$ cat src/rtl/interrupt_sequencer_if.sv
// rtl/interrupt_sequencer_if.sv - fetch/hazard/decode signal bundle for the interrupt sequencer
interface interrupt_sequencer_if #(
    parameter int INSTR_W = 16
);
    logic               int_req;
    logic               fetch_valid;
    logic [2:0]         fetch_func;
    logic               branch_pending;
    logic               stall_in;
    logic               inj_valid;
    logic [INSTR_W-1:0] inj_instr;
    logic               pc_hold;
    logic               int_ack;
    logic               busy;

    modport slave (
        input  int_req, fetch_valid, fetch_func, branch_pending, stall_in,
        output inj_valid, inj_instr, pc_hold, int_ack, busy
    );

    modport master (
        output int_req, fetch_valid, fetch_func, branch_pending, stall_in,
        input  inj_valid, inj_instr, pc_hold, int_ack, busy
    );
endinterface

$ cat src/rtl/interrupt_sequencer.sv
// rtl/interrupt_sequencer.sv - takes an external interrupt at a safe fetch boundary and injects NOPs plus the interrupt opcode
module interrupt_sequencer #(
    parameter int                 INSTR_W       = 16,
    parameter int                 BUBBLE_CYCLES = 2,
    parameter logic [INSTR_W-1:0] NOP_INSTR     = 16'h07F8,
    parameter logic [INSTR_W-1:0] INT_OP1       = 16'hF480,
    parameter logic [INSTR_W-1:0] INT_OP2       = 16'hF500
) (
    input  logic                  clk,
    input  logic                  rst_n,
    interrupt_sequencer_if.slave  bus
);
    typedef enum logic [2:0] {
        S_IDLE      = 3'd0,
        S_WAIT_SAFE = 3'd1,
        S_SKIP_IMM  = 3'd2,
        S_BUBBLE    = 3'd3,
        S_INJ1      = 3'd4,
        S_INJ2      = 3'd5
    } state_t;

    state_t     r_state;
    state_t     w_state_nxt;
    logic [2:0] r_cnt;
    logic [2:0] w_cnt_nxt;
    logic       r_int_req_q;
    logic       r_pending;
    logic       w_req_edge;
    logic       w_leave_idle;
    logic       w_imm;
    logic       w_legal;

    assign w_req_edge = bus.int_req & ~r_int_req_q;
    assign w_imm      = bus.fetch_valid & (bus.fetch_func == 3'b100);
    assign w_legal    = (r_state <= S_INJ2);

    always_ff @(posedge clk or negedge rst_n) begin
        if (!rst_n) begin
            r_state     <= S_IDLE;
            r_cnt       <= 3'd0;
            r_int_req_q <= 1'b0;
            r_pending   <= 1'b0;
        end else begin
            r_state     <= w_state_nxt;
            r_cnt       <= w_cnt_nxt;
            r_int_req_q <= bus.int_req;
            // a fresh edge on the same clock as the clear keeps the request alive
            if (w_req_edge) begin
                r_pending <= 1'b1;
            end else if (w_leave_idle) begin
                r_pending <= 1'b0;
            end
        end
    end

    always_comb begin
        w_state_nxt  = r_state;
        w_cnt_nxt    = r_cnt;
        w_leave_idle = 1'b0;
        if (!w_legal) begin
            w_state_nxt = S_IDLE;
        end else if (!bus.stall_in) begin
            case (r_state)
                S_IDLE: begin
                    if (r_pending) begin
                        w_leave_idle = 1'b1;
                        if (w_imm) begin
                            w_state_nxt = S_SKIP_IMM;
                        end else if (bus.branch_pending) begin
                            w_state_nxt = S_WAIT_SAFE;
                        end else begin
                            w_state_nxt = S_BUBBLE;
                            w_cnt_nxt   = 3'(BUBBLE_CYCLES);
                        end
                    end
                end
                S_WAIT_SAFE: begin
                    if (!bus.branch_pending) begin
                        if (w_imm) begin
                            w_state_nxt = S_SKIP_IMM;
                        end else begin
                            w_state_nxt = S_BUBBLE;
                            w_cnt_nxt   = 3'(BUBBLE_CYCLES);
                        end
                    end
                end
                S_SKIP_IMM: begin
                    w_state_nxt = S_BUBBLE;
                    w_cnt_nxt   = 3'(BUBBLE_CYCLES);
                end
                S_BUBBLE: begin
                    if (r_cnt == 3'd1) begin
                        w_state_nxt = S_INJ1;
                    end else begin
                        w_cnt_nxt = r_cnt - 3'd1;
                    end
                end
                S_INJ1:  w_state_nxt = S_INJ2;
                S_INJ2:  w_state_nxt = S_IDLE;
                default: w_state_nxt = S_IDLE;
            endcase
        end
    end

    always_comb begin
        bus.busy      = 1'b0;
        bus.pc_hold   = 1'b0;
        bus.inj_valid = 1'b0;
        bus.inj_instr = '0;
        bus.int_ack   = 1'b0;
        case (r_state)
            S_WAIT_SAFE, S_SKIP_IMM: begin
                bus.busy = 1'b1;
            end
            S_BUBBLE: begin
                bus.busy      = 1'b1;
                bus.pc_hold   = 1'b1;
                bus.inj_valid = 1'b1;
                bus.inj_instr = NOP_INSTR;
            end
            S_INJ1: begin
                bus.busy      = 1'b1;
                bus.pc_hold   = 1'b1;
                bus.inj_valid = 1'b1;
                bus.inj_instr = INT_OP1;
            end
            S_INJ2: begin
                bus.busy      = 1'b1;
                bus.pc_hold   = 1'b1;
                bus.inj_valid = 1'b1;
                bus.inj_instr = INT_OP2;
                bus.int_ack   = 1'b1;
            end
            default: begin
                bus.busy = 1'b0;
            end
        endcase
    end
endmodule
$ cat src/flat_wrapper.sv
// flat-port wrapper written by rule: the top's interface ports become plain ports
module interrupt_sequencer_flat 
#(
    parameter int                 INSTR_W       = 16,
    parameter int                 BUBBLE_CYCLES = 2,
    parameter logic [INSTR_W-1:0] NOP_INSTR     = 16'h07F8,
    parameter logic [INSTR_W-1:0] INT_OP1       = 16'hF480,
    parameter logic [INSTR_W-1:0] INT_OP2       = 16'hF500
)
  (clk, rst_n, bus_int_req, bus_fetch_valid, bus_fetch_func, bus_branch_pending, bus_stall_in, bus_inj_valid, bus_inj_instr, bus_pc_hold, bus_int_ack, bus_busy);
  interrupt_sequencer_if #(.INSTR_W(INSTR_W)) bus_i ();
  input  logic clk;
  input  logic rst_n;
  input wire logic [$bits(bus_i.int_req)-1:0] bus_int_req;
  input wire logic [$bits(bus_i.fetch_valid)-1:0] bus_fetch_valid;
  input wire logic [$bits(bus_i.fetch_func)-1:0] bus_fetch_func;
  input wire logic [$bits(bus_i.branch_pending)-1:0] bus_branch_pending;
  input wire logic [$bits(bus_i.stall_in)-1:0] bus_stall_in;
  output wire logic [$bits(bus_i.inj_valid)-1:0] bus_inj_valid;
  output wire logic [$bits(bus_i.inj_instr)-1:0] bus_inj_instr;
  output wire logic [$bits(bus_i.pc_hold)-1:0] bus_pc_hold;
  output wire logic [$bits(bus_i.int_ack)-1:0] bus_int_ack;
  output wire logic [$bits(bus_i.busy)-1:0] bus_busy;
  assign bus_i.int_req = bus_int_req;
  assign bus_i.fetch_valid = bus_fetch_valid;
  assign bus_i.fetch_func = bus_fetch_func;
  assign bus_i.branch_pending = bus_branch_pending;
  assign bus_i.stall_in = bus_stall_in;
  assign bus_inj_valid = bus_i.inj_valid;
  assign bus_inj_instr = bus_i.inj_instr;
  assign bus_pc_hold = bus_i.pc_hold;
  assign bus_int_ack = bus_i.int_ack;
  assign bus_busy = bus_i.busy;
  interrupt_sequencer #(.INSTR_W(INSTR_W), .BUBBLE_CYCLES(BUBBLE_CYCLES), .NOP_INSTR(NOP_INSTR), .INT_OP1(INT_OP1), .INT_OP2(INT_OP2)) u_core (.clk(clk), .rst_n(rst_n), .bus(bus_i));
endmodule
$ cat config.mk
export PLATFORM = sky130hd
export DESIGN_NAME = interrupt_sequencer_flat
export DESIGN_NICKNAME = d
export VERILOG_FILES = /design/src/rtl/interrupt_sequencer_if.sv /design/src/rtl/interrupt_sequencer.sv /design/src/flat_wrapper.sv
export SDC_FILE = /design/constraint.sdc
export NUM_CORES = 1
export LEC_CHECK = 0
export ABC_CLOCK_PERIOD_IN_PS = 1680
export BUFFER_PORTS_ARGS = -buffer_cell sky130_fd_sc_hd__buf_2
export CORE_MARGIN = 3
export CORE_UTILIZATION = 46
export DETAILED_ROUTE_END_ITERATION = 10
export MAX_ROUTING_LAYER = met4
export PLACE_DENSITY_LB_ADDON = 0.1
export SLEW_MARGIN = 5
export SYNTH_ARGS = -nofsm -noshare
export SYNTH_HDL_FRONTEND = slang
export SYNTH_SLANG_ARGS = --single-unit
$ cat constraint.sdc
create_clock -name clk -period 1.68 [get_ports clk]
set_clock_uncertainty 0.05 [all_clocks]
set_input_delay 0 -clock clk [delete_from_list [all_inputs] [get_ports clk]]
set_output_delay 0 -clock clk [all_outputs]
set_load 0.05 [all_outputs]
==> flow_summary.yaml <==
setup_path:
  path_max_fanout: 8
  crit_cells: 5
  cp.required_ps: 1630
  crit_type: "reg2out"
  r2r_setup_slack_ps: 150
  rr_endpoint: "u_core.r_cnt[1]"
  slowest_stage: "dfrtp_2"
  max_stage_delay_ps: 420
  crit_family: "simple AND/OR/NAND/NOR gates"
  crit_top_cell: "nand2_1"
  setup.worst_path.start_class: "flip-flop"
  endpoint_kind: "output pin"
  path_cells: "nand2_1 -> or2_1 -> buf_4 -> nand2_1 -> clkbuf_4"
  arrival_ps: 1490
  critPathCapture: "bus_inj_valid"
  cp_num_buf_inv: 2
  worstReg2RegStart: "u_core.r_cnt[0]"
  cp-startpoint: "u_core.r_state[1]"
  r2r_cells: 5
synthesis:
  yosysTopAreaCell: "dfrtp_1"
  yosys_warnings: 0
  synth_seq_area_share: 0.289
  yosys_most_used_dff: "dfrtp_1"
  synth-edff-count: 0
  postSynthCellCount: 82
  synth_area_sq_um: 692
  synth.top_cell.area_share: 0.289
  synth_area_leaders: "dfrtp_1, buf_4, nor2b_1"
  synth-async-reset-ratio: 1.00
  yosys_register_bits: 8
  synth.most_common_cell: "buf_4"
  yosys-top-cells-count: "buf_4, dfrtp_1, inv_1"
  syn_avg_cell_area_sq_um: 8.44
  yosysUniqueCellTypes: 32
detailed_routing:
  antenna_left: 0
  via_per_inst: 4.92
  wl_mm: 1.29
  post-route-drc-count: 0
  wl_met2_microns: 586
  routedWlPerCell_microns: 11.0
  top_layer: "met4"
  drt_iter0_drc: 4
  met1Wirelength_microns: 575
  wl_met3_microns: 118
  routed-via-count: 576
  dr.pass1.iters: 3
placement:
  portBuffers: 24
  placed_area_sq_um: 759
  place_congestion: 0.802
  dp_hpwl_mm: 1.01
  dp_slack_ps: 67.6
floorplanning:
  die_w_microns: 44.8
  core_area_sq_um: 1350
  start_util: 0.513
  rows: 13
  die_h_microns: 44.8
  ios: 29
  dieArea_sq_um: 2010
sta:
  fin_setup_tns_ps: 0
  hold_ws_ps: 50.2
  setup_ws_ps: 137
  rsz0062_at_grt: "no"
  hold_viol_final: 0
  finalCritPeriodShare: 0.918
  min_period_ps: 1540
  fmax_mhz: 648
  slew_viol_final: 0
  finalSetupViolations: 0
grt:
  grtUsageTotal: 0.142
  grt_pass1_wl_mm: 2.00
  grt-ovfl-total: 0
  grt_pass1_vias: 465
  antenna_found_initial: 0
  grt_max_degree: 14
min_path:
  min_path_type: "in2async"
finish:
  drive_gt1_frac: 0.382
  fin_nets: 115
  diodes: 0
  fin_area_sq_um: 820
  syn_to_final_growth_pct: 18.4
cts:
  tritoncts: "done"
  cts_buffers: 3
  clock-sinks: 8
  clk_latency_ps: 260
  clk_pin_slew_worst_paths_ps: 60
  htree_levels: 1
  clockRootBuffer: "clkbuf_4"
  clockBufferDepth: 2
status:
  outcome: "finished clean"
flow_run:
  drv_cap: 0
==> cell type report <==
type                       count  area (sq um)
clock buffer                   3          22.5
fill                         126           531
inverter                       7          30.0
multi-input combinational     53           360
sequential                     8           203
tap                           15          18.8
timing repair buffer          31           185
==> how the worst min path moves through the flow <==
| stage | cells past startpoint | start | endpoint |
|---|---|---|---|
| 2_1_floorplan | 0 | rst_n | u_core.r_cnt[0] |
| 3_3_place_gp | 1 | rst_n | u_core.r_int_req_q |
| 3_5_place_dp | 1 | rst_n | u_core.r_state[1] |
| 4_1_cts | 3 | bus_stall_in | u_core.r_pending |
| 5_1_grt | 2 | rst_n | u_core.r_state[0] |
| 6_report | 2 | rst_n | u_core.r_state[0] |
==> what timing repair did <==
| action | 4_1_cts | 5_1_grt |
|---|---|---|
| endpoints found under the setup margin | 4 | 4 |
| hold endpoints to repair | 10 | 0 |
| gates resized for setup | 1 | 4 |
| hold buffers | 2 | 0 |
| setup buffers | 0 | 1 |
==> state kept, by name, indices dropped and copies added (netlist names) <==
signal / cells
u_core.r_state: 3
u_core.r_int_req_q: 1
u_core.r_pending: 1
u_core.r_cnt: 3
==> layout by cell type, fill, tap and decap left out, types with 3 or more instances in the layout <==
master,n
buf_2,21
buf_4,5
clkbuf_4,6
conb_1,4
dfrtp_1,6
inv_1,6
nand2_1,6
nor2_1,3
nor2b_1,5
nor3_1,5
o21ai_0,4
==> routing by layer <==
| metal | vias to the layer above | GRT usage |
|---|---|---|
| li1 | 298 | - |
| met1 | 255 | 0.181 |
| met2 | 21 | 0.209 |
| met3 | 2 | 0.0598 |
| met4 | 0 | 0.0351 |
| met5 | - | - |
==> logic make-up (layout without fill, tap and decap cells) <==
kind of cell,after synthesis,after routing,share of synthesized area
simple gates,30,30,0.251
other cells,1,4,0.00542
xor+xnor,1,1,0.0127
fa+ha+maj,2,2,0.0362
buf+inv,24,41,0.206
compound gates,14,14,0.156
flops,8,8,0.289
mux,2,2,0.0434
==> stage by stage <==
stage | utilization | instances
floorplan | - | 85
global placement | 0.563 | 111
detailed placement | 0.563 | 111
CTS | 0.595 | 116
global route | 0.607 | 117
finish | 0.607 | 117
==> worst reg2reg max path, stage by stage, from the launching register on <==
cell,delay [ps]
dfrtp_1,410
ha_1,240
nand3b_1,100
nand2_1,100
a21boi_4,210
mux2_4,310
Power is not shown: default switching activity piles up to over one toggle a cycle in this logic, so the estimate is an artifact.
